File: src/rtl/dmem_arb_pkg.sv
// Shared types and default sizes for the data-memory arbiter.
package dmem_arb_pkg;

  localparam int unsigned ADDR_W_DEF   = 10;
  localparam int unsigned DATA_W_DEF   = 32;
  localparam int unsigned MAX_LOCK_DEF = 16;

  // ARB: normal round-robin, LOCKED: debug owns the port, FORCE: one core slot.
  typedef enum logic [1:0] {
    ARB    = 2'd0,
    LOCKED = 2'd1,
    FORCE  = 2'd2
  } arb_state_e;

  typedef enum logic {
    PORT_CORE = 1'b0,
    PORT_DBG  = 1'b1
  } port_e;

endpackage

File: src/rtl/dmem_arbiter_if.sv
// Bus bundle around the arbiter: core port, debug port and the dmem port.
// The slave view belongs to the arbiter. The master view belongs to the
// environment that drives requests and supplies memory read data.
interface dmem_arbiter_if
  import dmem_arb_pkg::*;
#(
  parameter int unsigned ADDR_W = ADDR_W_DEF,
  parameter int unsigned DATA_W = DATA_W_DEF
) ();

  // Core load/store unit
  logic              core_req;
  logic              core_we;
  logic [ADDR_W-1:0] core_addr;
  logic [DATA_W-1:0] core_wdata;
  logic              core_gnt;
  logic              core_stall;
  logic              core_rvalid;
  logic [DATA_W-1:0] core_rdata;

  // Debug/loader master
  logic              dbg_req;
  logic              dbg_we;
  logic [ADDR_W-1:0] dbg_addr;
  logic [DATA_W-1:0] dbg_wdata;
  logic              dbg_lock;
  logic              dbg_gnt;
  logic              dbg_rvalid;
  logic [DATA_W-1:0] dbg_rdata;

  // Data memory
  logic              mem_en;
  logic              mem_we;
  logic [ADDR_W-1:0] mem_addr;
  logic [DATA_W-1:0] mem_wdata;
  logic [DATA_W-1:0] mem_rdata;

  modport slave (
    input  core_req, core_we, core_addr, core_wdata,
    output core_gnt, core_stall, core_rvalid, core_rdata,
    input  dbg_req, dbg_we, dbg_addr, dbg_wdata, dbg_lock,
    output dbg_gnt, dbg_rvalid, dbg_rdata,
    output mem_en, mem_we, mem_addr, mem_wdata,
    input  mem_rdata
  );

  modport master (
    output core_req, core_we, core_addr, core_wdata,
    input  core_gnt, core_stall, core_rvalid, core_rdata,
    output dbg_req, dbg_we, dbg_addr, dbg_wdata, dbg_lock,
    input  dbg_gnt, dbg_rvalid, dbg_rdata,
    input  mem_en, mem_we, mem_addr, mem_wdata,
    output mem_rdata
  );

endinterface

File: src/rtl/dmem_arb_lock_timer.sv
// Saturating count of cycles the debug master has held the lock.
// The expired output asserts in the cycle whose count update reaches
// MAX_LOCK. The arbiter can then schedule the forced core slot for the
// very next cycle.
module dmem_arb_lock_timer
  import dmem_arb_pkg::*;
#(
  parameter int unsigned MAX_LOCK = MAX_LOCK_DEF
) (
  input  logic clk,
  input  logic reset_n,
  input  logic clear,    // restart count; with en the restart value is 1
  input  logic en,       // count this cycle
  output logic expired
);

  localparam int unsigned CNT_W = $clog2(MAX_LOCK + 1);

  logic [CNT_W-1:0] lock_cnt_q, lock_cnt_d;

  // Next count: clear has priority, then a saturating increment.
  // NOTE: every always_comb output gets a default first so no path can infer a latch.
  always_comb begin
    lock_cnt_d = lock_cnt_q;
    if (clear) begin
      lock_cnt_d = en ? CNT_W'(1) : '0;
    end else if (en && (lock_cnt_q != CNT_W'(MAX_LOCK))) begin
      lock_cnt_d = lock_cnt_q + CNT_W'(1);
    end
  end

  assign expired = en && (lock_cnt_d == CNT_W'(MAX_LOCK));

  // Count register.
  // NOTE: sequential state uses non-blocking assignments only, so every flop samples pre-edge values.
  always_ff @(posedge clk or negedge reset_n) begin
    if (!reset_n) begin
      lock_cnt_q <= '0;
    end else begin
      lock_cnt_q <= lock_cnt_d;
    end
  end

endmodule

File: src/rtl/dmem_arbiter.sv
// Shares the single dmem port between the core LSU and the debug/loader master.
// Grants are combinational and same-cycle, so at most one access reaches
// memory per cycle. Read data comes back one cycle after its grant and is
// steered by a registered tag.
module dmem_arbiter
  import dmem_arb_pkg::*;
#(
  parameter int unsigned ADDR_W   = ADDR_W_DEF,
  parameter int unsigned DATA_W   = DATA_W_DEF,
  parameter int unsigned MAX_LOCK = MAX_LOCK_DEF
) (
  input  logic           clk,
  input  logic           reset_n,
  dmem_arbiter_if.slave  bus
);

  arb_state_e state_q, state_d;
  port_e      last_gnt_q, last_gnt_d;
  logic       rd_pend_q, rd_pend_d;
  port_e      rd_tag_q, rd_tag_d;

  logic core_gnt, dbg_gnt;
  logic tmr_clear, tmr_en, lock_expired;

  logic              mem_en_c, mem_we_c;
  logic [ADDR_W-1:0] mem_addr_c;
  logic [DATA_W-1:0] mem_wdata_c;

  // Grant decision for the current state. Grants are forced low while reset
  // is asserted so no strobe can reach memory during reset.
  always_comb begin
    core_gnt = 1'b0;
    dbg_gnt  = 1'b0;
    if (reset_n) begin
      case (state_q)
        ARB: begin
          core_gnt = bus.core_req && (!bus.dbg_req || (last_gnt_q == PORT_DBG));
          dbg_gnt  = bus.dbg_req && (!bus.core_req || (last_gnt_q == PORT_CORE));
        end
        LOCKED:  dbg_gnt  = bus.dbg_req;
        FORCE:   core_gnt = bus.core_req;
        default: ;
      endcase
    end
  end

  // Lock timer control: restarts outside LOCKED and counts every LOCKED cycle.
  always_comb begin
    tmr_clear = 1'b0;
    tmr_en    = 1'b0;
    case (state_q)
      ARB: begin
        tmr_clear = 1'b1;
        tmr_en    = dbg_gnt && bus.dbg_lock;
      end
      LOCKED:  tmr_en    = 1'b1;
      FORCE:   tmr_clear = 1'b1;
      default: tmr_clear = 1'b1;
    endcase
  end

  dmem_arb_lock_timer #(
    .MAX_LOCK (MAX_LOCK)
  ) u_lock_timer (
    .clk     (clk),
    .reset_n (reset_n),
    .clear   (tmr_clear),
    .en      (tmr_en),
    .expired (lock_expired)
  );

  // FSM next state. Releasing the lock takes priority over the forced core slot.
  always_comb begin
    state_d = state_q;
    case (state_q)
      ARB: begin
        if (dbg_gnt && bus.dbg_lock) state_d = LOCKED;
      end
      LOCKED: begin
        if (!bus.dbg_lock)                      state_d = ARB;
        else if (lock_expired && bus.core_req)  state_d = FORCE;
      end
      FORCE:   state_d = bus.dbg_lock ? LOCKED : ARB;
      default: state_d = ARB;
    endcase
  end

  // Round-robin pointer and read-response tag. Both change only on a real grant.
  always_comb begin
    last_gnt_d = last_gnt_q;
    if (core_gnt)      last_gnt_d = PORT_CORE;
    else if (dbg_gnt)  last_gnt_d = PORT_DBG;

    rd_pend_d = (core_gnt && !bus.core_we) || (dbg_gnt && !bus.dbg_we);
    rd_tag_d  = rd_tag_q;
    if (rd_pend_d) rd_tag_d = dbg_gnt ? PORT_DBG : PORT_CORE;
  end

  // Memory port mux: driven from the granted requester, all zero when idle.
  always_comb begin
    mem_en_c    = 1'b0;
    mem_we_c    = 1'b0;
    mem_addr_c  = '0;
    mem_wdata_c = '0;
    if (core_gnt) begin
      mem_en_c    = 1'b1;
      mem_we_c    = bus.core_we;
      mem_addr_c  = bus.core_addr;
      mem_wdata_c = bus.core_wdata;
    end else if (dbg_gnt) begin
      mem_en_c    = 1'b1;
      mem_we_c    = bus.dbg_we;
      mem_addr_c  = bus.dbg_addr;
      mem_wdata_c = bus.dbg_wdata;
    end
  end

  // State registers. Reset makes the core win the first tie and drops any pending read.
  always_ff @(posedge clk or negedge reset_n) begin
    if (!reset_n) begin
      state_q    <= ARB;
      last_gnt_q <= PORT_DBG;
      rd_pend_q  <= 1'b0;
      rd_tag_q   <= PORT_CORE;
    end else begin
      state_q    <= state_d;
      last_gnt_q <= last_gnt_d;
      rd_pend_q  <= rd_pend_d;
      rd_tag_q   <= rd_tag_d;
    end
  end

  assign bus.core_gnt    = core_gnt;
  assign bus.dbg_gnt     = dbg_gnt;
  assign bus.core_stall  = bus.core_req && !core_gnt && reset_n;

  assign bus.mem_en      = mem_en_c;
  assign bus.mem_we      = mem_we_c;
  assign bus.mem_addr    = mem_addr_c;
  assign bus.mem_wdata   = mem_wdata_c;

  assign bus.core_rvalid = rd_pend_q && (rd_tag_q == PORT_CORE);
  assign bus.dbg_rvalid  = rd_pend_q && (rd_tag_q == PORT_DBG);
  assign bus.core_rdata  = bus.core_rvalid ? bus.mem_rdata : '0;
  assign bus.dbg_rdata   = bus.dbg_rvalid  ? bus.mem_rdata : '0;

endmodule

File: src/flat_wrapper.sv
// flat-port wrapper written by rule: the top's interface ports become plain ports
module dmem_arbiter_flat import dmem_arb_pkg::*;
#(
  parameter int unsigned ADDR_W   = ADDR_W_DEF,
  parameter int unsigned DATA_W   = DATA_W_DEF,
  parameter int unsigned MAX_LOCK = MAX_LOCK_DEF
)
  (clk, reset_n, bus_core_req, bus_core_we, bus_core_addr, bus_core_wdata, bus_core_gnt, bus_core_stall, bus_core_rvalid, bus_core_rdata, bus_dbg_req, bus_dbg_we, bus_dbg_addr, bus_dbg_wdata, bus_dbg_lock, bus_dbg_gnt, bus_dbg_rvalid, bus_dbg_rdata, bus_mem_en, bus_mem_we, bus_mem_addr, bus_mem_wdata, bus_mem_rdata);
  dmem_arbiter_if #(.ADDR_W(ADDR_W), .DATA_W(DATA_W)) bus_i ();
  input  logic clk;
  input  logic reset_n;
  input wire logic [$bits(bus_i.core_req)-1:0] bus_core_req;
  input wire logic [$bits(bus_i.core_we)-1:0] bus_core_we;
  input wire logic [$bits(bus_i.core_addr)-1:0] bus_core_addr;
  input wire logic [$bits(bus_i.core_wdata)-1:0] bus_core_wdata;
  output wire logic [$bits(bus_i.core_gnt)-1:0] bus_core_gnt;
  output wire logic [$bits(bus_i.core_stall)-1:0] bus_core_stall;
  output wire logic [$bits(bus_i.core_rvalid)-1:0] bus_core_rvalid;
  output wire logic [$bits(bus_i.core_rdata)-1:0] bus_core_rdata;
  input wire logic [$bits(bus_i.dbg_req)-1:0] bus_dbg_req;
  input wire logic [$bits(bus_i.dbg_we)-1:0] bus_dbg_we;
  input wire logic [$bits(bus_i.dbg_addr)-1:0] bus_dbg_addr;
  input wire logic [$bits(bus_i.dbg_wdata)-1:0] bus_dbg_wdata;
  input wire logic [$bits(bus_i.dbg_lock)-1:0] bus_dbg_lock;
  output wire logic [$bits(bus_i.dbg_gnt)-1:0] bus_dbg_gnt;
  output wire logic [$bits(bus_i.dbg_rvalid)-1:0] bus_dbg_rvalid;
  output wire logic [$bits(bus_i.dbg_rdata)-1:0] bus_dbg_rdata;
  output wire logic [$bits(bus_i.mem_en)-1:0] bus_mem_en;
  output wire logic [$bits(bus_i.mem_we)-1:0] bus_mem_we;
  output wire logic [$bits(bus_i.mem_addr)-1:0] bus_mem_addr;
  output wire logic [$bits(bus_i.mem_wdata)-1:0] bus_mem_wdata;
  input wire logic [$bits(bus_i.mem_rdata)-1:0] bus_mem_rdata;
  assign bus_i.core_req = bus_core_req;
  assign bus_i.core_we = bus_core_we;
  assign bus_i.core_addr = bus_core_addr;
  assign bus_i.core_wdata = bus_core_wdata;
  assign bus_core_gnt = bus_i.core_gnt;
  assign bus_core_stall = bus_i.core_stall;
  assign bus_core_rvalid = bus_i.core_rvalid;
  assign bus_core_rdata = bus_i.core_rdata;
  assign bus_i.dbg_req = bus_dbg_req;
  assign bus_i.dbg_we = bus_dbg_we;
  assign bus_i.dbg_addr = bus_dbg_addr;
  assign bus_i.dbg_wdata = bus_dbg_wdata;
  assign bus_i.dbg_lock = bus_dbg_lock;
  assign bus_dbg_gnt = bus_i.dbg_gnt;
  assign bus_dbg_rvalid = bus_i.dbg_rvalid;
  assign bus_dbg_rdata = bus_i.dbg_rdata;
  assign bus_mem_en = bus_i.mem_en;
  assign bus_mem_we = bus_i.mem_we;
  assign bus_mem_addr = bus_i.mem_addr;
  assign bus_mem_wdata = bus_i.mem_wdata;
  assign bus_i.mem_rdata = bus_mem_rdata;
  dmem_arbiter #(.ADDR_W(ADDR_W), .DATA_W(DATA_W), .MAX_LOCK(MAX_LOCK)) u_core (.clk(clk), .reset_n(reset_n), .bus(bus_i));
endmodule
File: config.mk
export PLATFORM = sky130hd
export DESIGN_NAME = dmem_arbiter_flat
export DESIGN_NICKNAME = d
export VERILOG_FILES = /design/src/rtl/dmem_arb_pkg.sv /design/src/rtl/dmem_arbiter_if.sv /design/src/rtl/dmem_arb_lock_timer.sv /design/src/rtl/dmem_arbiter.sv /design/src/flat_wrapper.sv
export SDC_FILE = /design/constraint.sdc
export NUM_CORES = 1
export LEC_CHECK = 0
export BUFFER_PORTS_ARGS = -buffer_cell sky130_fd_sc_hd__clkbuf_2
export CAP_MARGIN = 20
export CORE_AREA = 2 2 92 94
export CTS_CLUSTER_DIAMETER = 30
export DETAILED_ROUTE_END_ITERATION = 16
export DIE_AREA = 0 0 94 96
export GPL_TIMING_DRIVEN = 0
export PLACE_DENSITY_LB_ADDON = 0.3
export SLEW_MARGIN = 20
export SYNTH_ARGS = -nofsm -noshare
export SYNTH_HDL_FRONTEND = slang
export SYNTH_SLANG_ARGS = --single-unit
File: constraint.sdc
create_clock -name clk -period 2.35 [get_ports clk]
set_input_delay 0.47 -clock clk [delete_from_list [all_inputs] [get_ports clk]]
set_output_delay 0.47 -clock clk [all_outputs]
set_load 0.02 [all_outputs]
==> reports/metrics.json, run 1 <==
{
  "worst_setup_path": {
    "setup.worst_path.end_class": "output pin",
    "cp_data_required_time_ns": 1.88,
    "ff_to_ff_end": "u_core.state_q[0]",
    "timing.critical_path.max_delay_family": "buffers and inverters",
    "path_cells": "inv_1, a311oi_4, buf_12, buf_6, a22o_1, buf_2",
    "r2r_slack_ns": 0.64,
    "r2r.worst_path.cells": 6,
    "timing.rr.start": "u_core.u_lock_timer.lock_cnt_q[0]",
    "worst-setup-path-type": "reg2out",
    "worstPathBufferInverterCount": 4,
    "timing.critical_path.from_type": "register",
    "cpMaxStageDelayCell": "sky130_fd_sc_hd__dfstp_2",
    "critPathMaxFanout": 10,
    "critPathMaxStageDelay_ns": 0.52,
    "cp_data_arrival_time_ns": 1.78
  },
  "sta": {
    "timing.fmax_mhz": 444,
    "timing.final.crit_share_pct": 95.9,
    "timing.final.hold_violations": 0,
    "post-route-min-period_ns": 2.25,
    "tightestPinTransition_ns": 0.374,
    "final.hold.worst_slack_ns": 0.0846,
    "relSlewSlack_pct": 75.1,
    "setup_tns_ns": 0,
    "setup_viol": 0,
    "slew_violations": 0,
    "finClkSkew_ns": 0.00238,
    "rsz_0062_raised_after_global_routing": "true"
  },
  "logic_synthesis": {
    "synth-async-reset-ratio_pct": 100,
    "synth_top_cells_by_area": "sky130_fd_sc_hd__a22o_1, sky130_fd_sc_hd__dfrtp_1, sky130_fd_sc_hd__and2_1",
    "number_of_synthesized_flops_with_an_enable_pin": 0,
    "synthesis.area_um2": 1510,
    "synth_flop_cell": "sky130_fd_sc_hd__dfrtp_1",
    "yosys.area.top_type_share_pct": 24.3,
    "netlist.top_cell.by_area": "sky130_fd_sc_hd__a22o_1",
    "count_of_state_elements_after_synthesis": 10,
    "synth_seq_area_share_pct": 16.6,
    "yosysUniqueCellTypes": 38,
    "synthesis.area_per_instance_um2": 8.01,
    "synth_warnings": 0,
    "synth_fp_nets": 314,
    "netlist_instances": 189
  },
  "final_layout": {
    "final_area_um2": 2940,
    "mostFrequentLayoutCell": "sky130_fd_sc_hd__clkbuf_2",
    "layout_common_cells": "sky130_fd_sc_hd__clkbuf_2, sky130_fd_sc_hd__a22o_1, sky130_fd_sc_hd__and2_1, sky130_fd_sc_hd__and3_1, sky130_fd_sc_hd__inv_1",
    "antenna_cells": 0,
    "fill_cells": 877,
    "final_nets": 557,
    "drive_gt1_share_pct": 60.3,
    "area.growth.synth_to_final_pct": 94.3
  },
  "clocking": {
    "cts_buffers": 3,
    "ctsHtreeMaxLevel": 1,
    "clk_pin_slew_worst_paths_ns": 0.05,
    "cts_hold_buf": 0,
    "tritoncts": "yes",
    "cts.sink_count": 10,
    "ctsLongestPathBuffers": 2,
    "worst_skew_pair_later_pin_latency_ns": 0.24,
    "root_buffer": "sky130_fd_sc_hd__clkbuf_8"
  },
  "power_and_ir_drop": {
    "total_leakage_power_nw": 1.87,
    "peakVddDrop_mv": 0.404,
    "power_density_nw_per_um2": 362
  },
  "die": {
    "floorplan.core_area_um2": 8050,
    "die_h_um": 96,
    "io_pins": 236,
    "die-area_um2": 9020,
    "floorplan.initialDensity_pct": 18.8,
    "die_x_um": 94,
    "placement_rows": 33
  },
  "worst_hold_path": {
    "holdCritPathClass": "in2async"
  },
  "grt": {
    "gr-usage-all-layers_pct": 12.0,
    "grt.overflow.total": 0,
    "grt_start_max_net_pins": 14,
    "number_of_global_route_vias_before_repair": 1886,
    "antenna_found_initial": 0,
    "first_pass_grt_wire_length_mm": 8.79
  },
  "drt": {
    "vias_per_cell": 4.38,
    "drtAntennaViolNets": 0,
    "detailedRoute.firstIterationViolations": 80,
    "wire_per_inst_um": 12.3,
    "totalWireLength_mm": 6.60,
    "detailroute.via_count": 2346,
    "detailed_routing_iteration_count_for_the_pre_antenna_repair_pass": 4,
    "drc": 0
  },
  "place": {
    "place.port_buffers": 235,
    "dpl-instance-area_um2": 2820,
    "detailed_place_hpwl_mm": 5.68,
    "place.gp.congestion": 0.801
  },
  "flow_run": {
    "timing.max_cap.violations": 0
  },
  "outcome": {
    "outcome": "completed"
  }
}
-- cell families (layout without fill, tap and decap cells) --
kind of cell | count (synthesis) | count (layout) | synth area share, %
compound gates | 54 | 54 | 30.7
xor+xnor | 1 | 1 | 0.579
fa+ha+maj | 2 | 2 | 1.65
buf+inv | 29 | 271 | 9.59
flops | 10 | 10 | 16.6
mux | 3 | 3 | 2.81
simple gates | 90 | 90 | 38.1
-- registers in the layout (all words and copies together), names as in the netlist --
signal	count
u_core.last_gnt_q	1
u_core.rd_pend_q	1
u_core.state_q	2
u_core.u_lock_timer.lock_cnt_q	5
u_core.rd_tag_q	1
-- cell usage after synthesis (all sizes together) (2+ instances only) --
cell type / count
clkbuf: 9
or2: 2
nand2b: 3
buf: 8
and3: 33
and2: 34
ha: 2
nor2b: 2
dfrtp: 9
a21oi: 5
o22ai: 2
nand3b: 2
a22o: 42
nor2: 3
inv: 11
nor3: 2
mux2i: 3
a311oi: 2
nand3: 2
-- how the worst max path moves through the flow --
stage | startpoint | to | cells past startpoint
floorplan | u_core.last_gnt_q | bus_mem_wdata[24] | 4
global placement | reset_n | bus_mem_wdata[5] | 6
detailed placement | reset_n | bus_mem_wdata[5] | 6
CTS | u_core.state_q[0] | bus_mem_wdata[29] | 6
global route | u_core.last_gnt_q | bus_mem_wdata[9] | 6
finish | u_core.last_gnt_q | bus_mem_wdata[5] | 6
-- power breakdown --
part | internal [mW] | switching, mW
Sequential | 0.187 | 0.0197
Combinational | 0.271 | 0.366
Clock | 0.148 | 0.0741
Total | 0.606 | 0.460
-- through the flow --
stage / worst slack [ns] / cells / utilization [%] / power, mW
floorplan: 0.320 / 189 / - / 0.565
finish: 0.0967 / 536 / 36.5 / 1.07
global route: -0.00924 / 536 / 36.5 / 1.14
detailed placement: -0.246 / 529 / 35.0 / 0.834
CTS: 0.0340 / 535 / 36.2 / 1.07
global placement: -0.254 / 529 / 35.0 / 0.833
-- area by class of cell --
cell class	count	area [µm²]	share of cell area, %
Timing Repair Buffer	238	1220	41.3
Multi-Input combinational cell	150	1120	38.1
Sequential cell	10	253	8.59
Tap cell	105	131	4.47
Buffer	17	120	4.08
Clock buffer	4	55.1	1.87
Inverter	12	46.3	1.57
-- what timing repair did --
action | in CTS | in global routing
gates cloned | 0 | 0
pin swaps | 1 | 1
setup endpoints to repair | 45 | 57
resized for setup | 3 | 12
endpoints found under the hold margin | 0 | 0
buffers inserted | 2 | 1
-- per-layer routing --
metal  share of wire, %  global-route usage (%)  vias up  routed length [µm]
met2                 51                    21.0      107                3340
met5                  0                       0        -                   0
met1                 41                    15.7     1053                2700
met3                7.8                    1.57        4                 513
met4               0.61                    2.54        0                  40
li1                   -                       -     1182                   -
No activity file was read; power rests on OpenSTA's default activity.
==> run 2, diff against run 1 <==
--- a/config.mk
+++ b/config.mk
@@ -8,7 +8,7 @@
 export BUFFER_PORTS_ARGS = -buffer_cell sky130_fd_sc_hd__clkbuf_2
 export CAP_MARGIN = 20
 export CORE_AREA = 2 2 92 94
-export CTS_CLUSTER_DIAMETER = 30
+export CTS_CLUSTER_DIAMETER = 80
 export DETAILED_ROUTE_END_ITERATION = 16
 export DIE_AREA = 0 0 94 96
 export GPL_TIMING_DRIVEN = 0
==> constraint.sdc (replaced) <==
create_clock -name clk -period 2.2 [get_ports clk]
set_input_delay 0.44 -clock clk [delete_from_list [all_inputs] [get_ports clk]]
set_output_delay 0.44 -clock clk [all_outputs]
set_load 0.02 [all_outputs]
==> run 2 against run 1 <==
  * Design area up 7.7%
  * Flip-flop and latch count is the same
  * Sequential share of layout area is 0.61 points lower
  * Die area stayed put
  * Clock-buffer cell count unchanged
  * Via count increased by 2.0%
  * Largest power group unchanged
  * Largest cell class unchanged
  * Global-route usage increased by 0.28 points
  * Combinational power is 17% higher
  * Utilization is 2.8 points higher
==> reports/metrics.json, run 2 (synthesis results as in run 1) <==
{
  "outcome": {
    "outcome": {"value": "completed", "change": "unchanged"}
  },
  "final_layout": {
    "registers.top_by_ff_count": {"value": "u_core.u_lock_timer.lock_cnt_q", "change": "unchanged"},
    "area.growth.synth_to_final": {"value": 109, "unit": "%", "change": "was 94.3%"},
    "drive_gt1_share": {"value": 61.4, "unit": "%", "change": "was 60.3%"},
    "largestRegisters": {"value": "u_core.u_lock_timer.lock_cnt_q x5, u_core.state_q x2", "change": "unchanged"},
    "largest_register_ff_count": {"value": 5, "change": "unchanged"},
    "layout_common_cells": {"value": "sky130_fd_sc_hd__clkbuf_2, sky130_fd_sc_hd__a22o_1, sky130_fd_sc_hd__and2_1, sky130_fd_sc_hd__and3_1, sky130_fd_sc_hd__clkbuf_4", "change": "was sky130_fd_sc_hd__clkbuf_2, sky130_fd_sc_hd__a22o_1, sky130_fd_sc_hd__and2_1, sky130_fd_sc_hd__and3_1, sky130_fd_sc_hd__inv_1"},
    "mostFrequentLayoutCell": {"value": "sky130_fd_sc_hd__clkbuf_2", "change": "unchanged"},
    "final_nets": {"value": 559, "change": "was 557"},
    "antenna_cells": {"value": 0, "change": "unchanged"}
  },
  "worst_setup_path": {
    "cp_data_required_time": {"value": 1.76, "unit": "ns", "change": "was 1.88 ns"},
    "ff_to_ff_end": {"value": "u_core.state_q[0]", "change": "unchanged"},
    "timing.critical_path.from_type": {"value": "register", "change": "unchanged"},
    "setup.worst_path.end_class": {"value": "output pin", "change": "unchanged"},
    "critPathMaxFanout": {"value": 10, "change": "unchanged"},
    "worst-setup-path-type": {"value": "reg2out", "change": "unchanged"},
    "cp_data_arrival_time": {"value": 1.75, "unit": "ns", "change": "was 1.78 ns"},
    "r2r.worst_path.cells": {"value": 6, "change": "unchanged"},
    "timing.rr.start": {"value": "u_core.u_lock_timer.lock_cnt_q[0]", "change": "unchanged"},
    "r2r_slack": {"value": 0.49, "unit": "ns", "change": "was 0.64 ns"}
  },
  "clocking": {
    "root_buffer": {"value": "sky130_fd_sc_hd__clkbuf_8", "change": "unchanged"},
    "cts.sink_count": {"value": 10, "change": "unchanged"},
    "tritoncts": {"value": "yes", "change": "unchanged"},
    "clk_pin_slew_worst_paths": {"value": 0.05, "unit": "ns", "change": "about the same"},
    "ctsLongestPathBuffers": {"value": 2, "change": "unchanged"},
    "ctsHtreeMaxLevel": {"value": 1, "change": "unchanged"},
    "cts_buffers": {"value": 3, "change": "unchanged"},
    "cts_hold_buf": {"value": 0, "change": "unchanged"},
    "worst_skew_pair_later_pin_latency": {"value": 0.24, "unit": "ns", "change": "about the same"}
  },
  "sta": {
    "timing.final.crit_share_pct": 99.7,
    "final.hold.worst_slack": {"value": 0.0555, "unit": "ns", "change": "was 0.0846 ns"},
    "tightestPinTransition": {"value": 0.371, "unit": "ns", "change": "was 0.374 ns"},
    "relSlewSlack": {"value": 75.3, "unit": "%", "change": "was 75.1%"},
    "final.setup.worst_slack": {"value": 0.00556, "unit": "ns", "change": "was 0.0967 ns"},
    "setup_viol": {"value": 0, "change": "unchanged"},
    "post-route-min-period_ns": 2.19,
    "timing.fmax_mhz": 456,
    "timing.final.hold_violations": {"value": 0, "change": "unchanged"},
    "finClkSkew": {"value": 0.00263, "unit": "ns", "change": "was 0.00238 ns"},
    "slew_violations": {"value": 0, "change": "unchanged"},
    "rsz_0062_raised_after_global_routing": {"value": "true", "change": "unchanged"}
  },
  "grt": {
    "grt_start_max_net_pins": {"value": 14, "change": "unchanged"},
    "grt.overflow.total": {"value": 0, "change": "unchanged"},
    "use_met3": {"value": 1.57, "unit": "%", "change": "unchanged"},
    "antenna_found_initial": {"value": 0, "change": "unchanged"},
    "global_route.peak_usage_layer": {"value": "met2", "change": "unchanged"},
    "gr-usage-all-layers": {"value": 12.2, "unit": "%", "change": "was 12.0%"},
    "first_pass_grt_wire_length": {"value": 8.98, "unit": "mm", "change": "was 8.79 mm"},
    "grt.met1_usage": {"value": 16.0, "unit": "%", "change": "was 15.7%"},
    "grt.met2_usage": {"value": 21.6, "unit": "%", "change": "was 21.0%"},
    "number_of_global_route_vias_before_repair": {"value": 1932, "change": "was 1886"}
  },
  "die": {
    "io_pins": {"value": 236, "change": "unchanged"},
    "placement_rows": {"value": 33, "change": "unchanged"},
    "die_h": {"value": 96, "unit": "µm", "change": "unchanged"},
    "floorplan.initialDensity": {"value": 18.8, "unit": "%", "change": "unchanged"},
    "floorplan.core_area": {"value": 8050, "unit": "µm²", "change": "unchanged"},
    "die_x": {"value": 94, "unit": "µm", "change": "unchanged"},
    "die-area": {"value": 9020, "unit": "µm²", "change": "unchanged"}
  },
  "worst_hold_path": {
    "holdCritPathClass": {"value": "in2async", "change": "unchanged"}
  },
  "power_and_ir_drop": {
    "p_total": {"value": 1.21, "unit": "mW", "change": "was 1.07 mW"},
    "total_leakage_power": {"value": 1.93, "unit": "nW", "change": "was 1.87 nW"},
    "peakVddDrop": {"value": 0.432, "unit": "mV", "change": "was 0.404 mV"},
    "power_density": {"value": 381, "unit": "nW/µm²", "change": "was 362 nW/µm²"}
  },
  "place": {
    "dpl_worst_slack": {"value": -0.336, "unit": "ns", "change": "was -0.246 ns"},
    "detailed_place_hpwl": {"value": 5.68, "unit": "mm", "change": "unchanged"},
    "place.port_buffers": {"value": 235, "change": "unchanged"},
    "place.gp.congestion": {"value": 0.801, "change": "unchanged"}
  },
  "drt": {
    "detailroute.via_count": {"value": 2394, "change": "was 2346"},
    "drtAntennaViolNets": {"value": 0, "change": "unchanged"},
    "drc": {"value": 0, "change": "unchanged"},
    "wire_per_inst": {"value": 12.7, "unit": "µm", "change": "was 12.3 µm"},
    "vias_per_cell": {"value": 4.45, "change": "was 4.38"},
    "detailedRoute.firstIterationViolations": {"value": 63, "change": "was 80"},
    "totalWireLength": {"value": 6.83, "unit": "mm", "change": "was 6.60 mm"},
    "detailed_routing_iteration_count_for_the_pre_antenna_repair_pass": {"value": 4, "change": "unchanged"}
  },
  "flow_run": {
    "timing.max_cap.violations": {"value": 0, "change": "unchanged"}
  }
}
run 2: cell types whose count changed in the layout (fill, tap and decap cells not counted), moves of 2 or more:
cell                       delta
sky130_fd_sc_hd__buf_4        +5
sky130_fd_sc_hd__clkbuf_4    +24
sky130_fd_sc_hd__clkbuf_1     -3
sky130_fd_sc_hd__clkbuf_2    -38
sky130_fd_sc_hd__clkbuf_8     +7
sky130_fd_sc_hd__buf_8        +3
sky130_fd_sc_hd__buf_6        +2
run 2: cell type report:
class                   instances  area [µm²]
plain buffers                  17         138
flip-flops and latches         10         253
clock buffers                   4        55.1
well taps                     105         131
inverters                      12        52.6
multi-input cells             150        1130
repair buffers                240        1410
fillers                       839        4880
run 2: how the worst max path moves through the flow:
| stage | endpoint | from |
|---|---|---|
| after floorplan | bus_mem_wdata[24] | u_core.last_gnt_q |
| after global placement | bus_mem_wdata[5] | reset_n |
| after detailed placement | bus_mem_wdata[5] | reset_n |
| after CTS | bus_mem_wdata[29] | u_core.last_gnt_q |
| after global routing | bus_mem_wdata[29] | u_core.last_gnt_q |
| final | bus_mem_addr[3] | u_core.last_gnt_q |
run 2: critical path, stage by stage, from the launching register on:
cell,delay (ns)
sky130_fd_sc_hd__dfstp_2,0.53
sky130_fd_sc_hd__inv_2,0.05
sky130_fd_sc_hd__a311oi_4,0.29
sky130_fd_sc_hd__buf_12,0.18
sky130_fd_sc_hd__buf_6,0.14
sky130_fd_sc_hd__a22o_1,0.17
sky130_fd_sc_hd__clkbuf_8,0.15
run 2: per-stage QoR:
step | instance area, µm² | std cells | utilization, % | TNS [ns]
CTS | 3080 | 536 | 38.2 | -0.131
floorplan | 1510 | 189 | - | 0
global placement | 2820 | 529 | 35.0 | -12.41
global route | 3170 | 538 | 39.3 | -1.56
detailed placement | 2820 | 529 | 35.0 | -12.43
finish | 3170 | 538 | 39.3 | 0
run 2: power breakdown:
group | switching, mW | leakage [nW] | internal (mW)
Sequential | 0.0229 | 0.130 | 0.200
Clock | 0.0787 | 0.0288 | 0.158
Combinational | 0.402 | 1.77 | 0.347
Total | 0.504 | 1.93 | 0.704
run 2: what timing repair did:
action | 4_1_cts | 5_1_grt
pin swaps | 4 | 3
cloned | 0 | 1
setup buffers | 3 | 1
resized for setup | 56 | 31
endpoints found under the setup margin | 68 | 71
run 2: metal layers:
metal	share of wire [%]	up-vias
met5	0	-
met4	0.59	0
met3	8.2	4
met2	51	117
met1	40	1080
li1	-	1193
==> run 3, diff against run 2 <==
--- a/config.mk
+++ b/config.mk
@@ -12,6 +12,7 @@
 export DETAILED_ROUTE_END_ITERATION = 16
 export DIE_AREA = 0 0 94 96
 export GPL_TIMING_DRIVEN = 0
+export HOLD_SLACK_MARGIN = 0.08
 export PLACE_DENSITY_LB_ADDON = 0.3
 export SLEW_MARGIN = 20
 export SYNTH_ARGS = -nofsm -noshare
==> run 3 against run 2 <==
  * Wire length rose by 0.70%
  * Critical endpoint unchanged
  * Largest power group unchanged
  * Worst setup slack barely moved
  * Sequential power barely moved
==> reports/metrics.json, run 3 (synthesis results as in run 1) <==
{
  "sta": {
    "rsz_0062_raised_after_global_routing": {"value": "true", "change": "unchanged"},
    "timing.fmax": {"value": 456, "unit": "MHz", "change": "about the same"},
    "final.setup.worst_slack": {"value": 0.00550, "unit": "ns", "change": "was 0.00556 ns"},
    "slew_violations": {"value": 0, "change": "unchanged"},
    "timing.final.hold_violations": {"value": 0, "change": "unchanged"},
    "tightestPinTransition": {"value": 0.419, "unit": "ns", "change": "was 0.371 ns"},
    "timing.final.crit_share": {"value": 99.7, "unit": "%", "change": "about the same"},
    "post-route-min-period": {"value": 2.19, "unit": "ns", "change": "about the same"},
    "final.hold.worst_slack": {"value": 0.188, "unit": "ns", "change": "was 0.0555 ns"},
    "setup_viol": {"value": 0, "change": "unchanged"},
    "finClkSkew": {"value": 0.00277, "unit": "ns", "change": "was 0.00263 ns"},
    "relSlewSlack": {"value": 72.0, "unit": "%", "change": "was 75.3%"}
  },
  "die": {
    "die_x": {"value": 94, "unit": "µm", "change": "unchanged"},
    "die-area": {"value": 9020, "unit": "µm²", "change": "unchanged"},
    "die_h": {"value": 96, "unit": "µm", "change": "unchanged"},
    "placement_rows": {"value": 33, "change": "unchanged"},
    "floorplan.initialDensity": {"value": 18.8, "unit": "%", "change": "unchanged"},
    "floorplan.core_area": {"value": 8050, "unit": "µm²", "change": "unchanged"},
    "io_pins": {"value": 236, "change": "unchanged"}
  },
  "final_layout": {
    "mostFrequentLayoutCell": {"value": "sky130_fd_sc_hd__clkbuf_2", "change": "unchanged"},
    "final_area": {"value": 3150, "unit": "µm²", "change": "was 3170 µm²"},
    "final_nets": {"value": 560, "change": "was 559"},
    "registers.top_by_ff_count": {"value": "u_core.u_lock_timer.lock_cnt_q", "change": "unchanged"},
    "fill_cells": {"value": 844, "change": "was 839"},
    "layout_common_cells": {"value": "sky130_fd_sc_hd__clkbuf_2, sky130_fd_sc_hd__a22o_1, sky130_fd_sc_hd__and2_1, sky130_fd_sc_hd__and3_1, sky130_fd_sc_hd__clkbuf_4", "change": "unchanged"},
    "largest_register_ff_count": {"value": 5, "change": "unchanged"},
    "drive_gt1_share": {"value": 61.1, "unit": "%", "change": "was 61.4%"},
    "area.growth.synth_to_final": {"value": 108, "unit": "%", "change": "was 109%"},
    "antenna_cells": {"value": 0, "change": "unchanged"},
    "largestRegisters": {"value": "u_core.u_lock_timer.lock_cnt_q x5, u_core.state_q x2", "change": "unchanged"}
  },
  "clocking": {
    "tritoncts": {"value": "yes", "change": "unchanged"},
    "ctsHtreeMaxLevel": {"value": 1, "change": "unchanged"},
    "clk_pin_slew_worst_paths": {"value": 0.05, "unit": "ns", "change": "about the same"},
    "root_buffer": {"value": "sky130_fd_sc_hd__clkbuf_8", "change": "unchanged"},
    "cts_buffers": {"value": 3, "change": "unchanged"},
    "cts.sink_count": {"value": 10, "change": "unchanged"},
    "worst_skew_pair_later_pin_latency": {"value": 0.24, "unit": "ns", "change": "about the same"},
    "ctsLongestPathBuffers": {"value": 2, "change": "unchanged"}
  },
  "power_and_ir_drop": {
    "power_density": {"value": 381, "unit": "nW/µm²", "change": "about the same"},
    "total_leakage_power": {"value": 1.93, "unit": "nW", "change": "about the same"},
    "p_total": {"value": 1.20, "unit": "mW", "change": "was 1.21 mW"},
    "peakVddDrop": {"value": 0.432, "unit": "mV", "change": "about the same"}
  },
  "grt": {
    "first_pass_grt_wire_length": {"value": 9.06, "unit": "mm", "change": "was 8.98 mm"},
    "gr-usage-all-layers": {"value": 12.3, "unit": "%", "change": "was 12.2%"},
    "antenna_found_initial": {"value": 0, "change": "unchanged"},
    "number_of_global_route_vias_before_repair": {"value": 1938, "change": "was 1932"},
    "grt.overflow.total": {"value": 0, "change": "unchanged"},
    "grt_start_max_net_pins": {"value": 11, "change": "was 14"}
  },
  "place": {
    "dpl-instance-area": {"value": 2820, "unit": "µm²", "change": "unchanged"},
    "place.port_buffers": {"value": 235, "change": "unchanged"},
    "place.gp.congestion": {"value": 0.801, "change": "unchanged"},
    "detailed_place_hpwl": {"value": 5.68, "unit": "mm", "change": "unchanged"},
    "dpl_worst_slack": {"value": -0.336, "unit": "ns", "change": "unchanged"}
  },
  "worst_setup_path": {
    "timing.critical_path.from_type": {"value": "register", "change": "unchanged"},
    "worst-setup-path-type": {"value": "reg2out", "change": "unchanged"},
    "cp_data_required_time": {"value": 1.76, "unit": "ns", "change": "about the same"},
    "critPathMaxFanout": {"value": 10, "change": "unchanged"},
    "cp_data_arrival_time": {"value": 1.75, "unit": "ns", "change": "about the same"},
    "setup.worst_path.end_class": {"value": "output pin", "change": "unchanged"}
  },
  "outcome": {
    "outcome": {"value": "completed", "change": "unchanged"}
  },
  "flow_run": {
    "timing.max_cap.violations": {"value": 0, "change": "unchanged"}
  },
  "drt": {
    "totalWireLength": {"value": 6.87, "unit": "mm", "change": "was 6.83 mm"},
    "drtAntennaViolNets": {"value": 0, "change": "unchanged"},
    "vias_per_cell": {"value": 4.40, "change": "was 4.45"},
    "wire_per_inst": {"value": 12.8, "unit": "µm", "change": "was 12.7 µm"},
    "detailed_routing_iteration_count_for_the_pre_antenna_repair_pass": {"value": 4, "change": "unchanged"},
    "drc": {"value": 0, "change": "unchanged"},
    "detailedRoute.firstIterationViolations": {"value": 66, "change": "was 63"},
    "detailroute.via_count": {"value": 2373, "change": "was 2394"}
  },
  "worst_hold_path": {
    "holdCritPathClass": {"value": "in2async", "change": "unchanged"}
  }
}
[run 3: metal layers]
layer | routed length [µm] | part of all wire, % | GRT usage [%]
met5 | 0 | 0 | 0
met4 | 40 | 0.58 | 2.54
met2 | 3540 | 51 | 21.8
met3 | 475 | 6.9 | 1.57
met1 | 2820 | 41 | 16.2
[run 3: metrics by stage]
step / util [%] / cells / setup TNS, ns
after global placement: 35.0 / 529 / -12.41
after floorplan: - / 189 / 0
final: 39.1 / 539 / 0
after detailed placement: 35.0 / 529 / -12.43
after global routing: 39.1 / 539 / -1.62
after CTS: 38.4 / 537 / -0.131
[run 3: final timing paths]
| check | end | slack [ns] | start | cells past startpoint |
|---|---|---|---|---|
| worst max-delay path | bus_mem_addr[3] | 0.006 | u_core.last_gnt_q | 6 |
| worst min register to register | u_core.last_gnt_q | 0.51 | u_core.last_gnt_q | 2 |
| worst max register to register | u_core.state_q[0] | 0.49 | u_core.u_lock_timer.lock_cnt_q[0] | 6 |
| worst min-delay path | u_core.last_gnt_q | 0.19 | reset_n | 1 |
| max in group asynchronous | u_core.state_q[0] | 1.15 | reset_n | 2 |
| min in group clk | u_core.rd_pend_q | 0.41 | bus_dbg_we | 2 |
[run 3: power breakdown]
group | leakage (nW) | internal (mW) | switching, mW | total (mW)
registers | 0.130 | 0.200 | 0.0229 | 0.223
logic | 1.77 | 0.342 | 0.400 | 0.742
clock network | 0.0288 | 0.158 | 0.0787 | 0.237
total | 1.93 | 0.700 | 0.502 | 1.20
[run 3: repair_timing]
action	in CTS	in global routing
gates cloned	0	1
setup endpoints to repair	68	71
pin swaps	4	2
resized for setup	56	22
buffers inserted	3	1
hold buffers	1	0
hold endpoints to repair	9	0
[run 3: critical path, cell delays in order (launching register included)]
cell                       delay (ns)
sky130_fd_sc_hd__dfstp_2         0.53
sky130_fd_sc_hd__inv_2           0.05
sky130_fd_sc_hd__a311oi_4        0.29
sky130_fd_sc_hd__buf_12          0.18
sky130_fd_sc_hd__buf_6           0.14
sky130_fd_sc_hd__a22o_1          0.17
sky130_fd_sc_hd__clkbuf_8        0.15
[run 3: cell type report]
class | count | area [µm²] | area share [%]
Clock buffer | 4 | 55.1 | 1.75
Buffer | 17 | 123 | 3.89
Inverter | 12 | 50.0 | 1.59
Multi-Input combinational cell | 150 | 1120 | 35.7
Sequential cell | 10 | 253 | 8.02
Tap cell | 105 | 131 | 4.17
Timing Repair Buffer | 241 | 1410 | 44.9
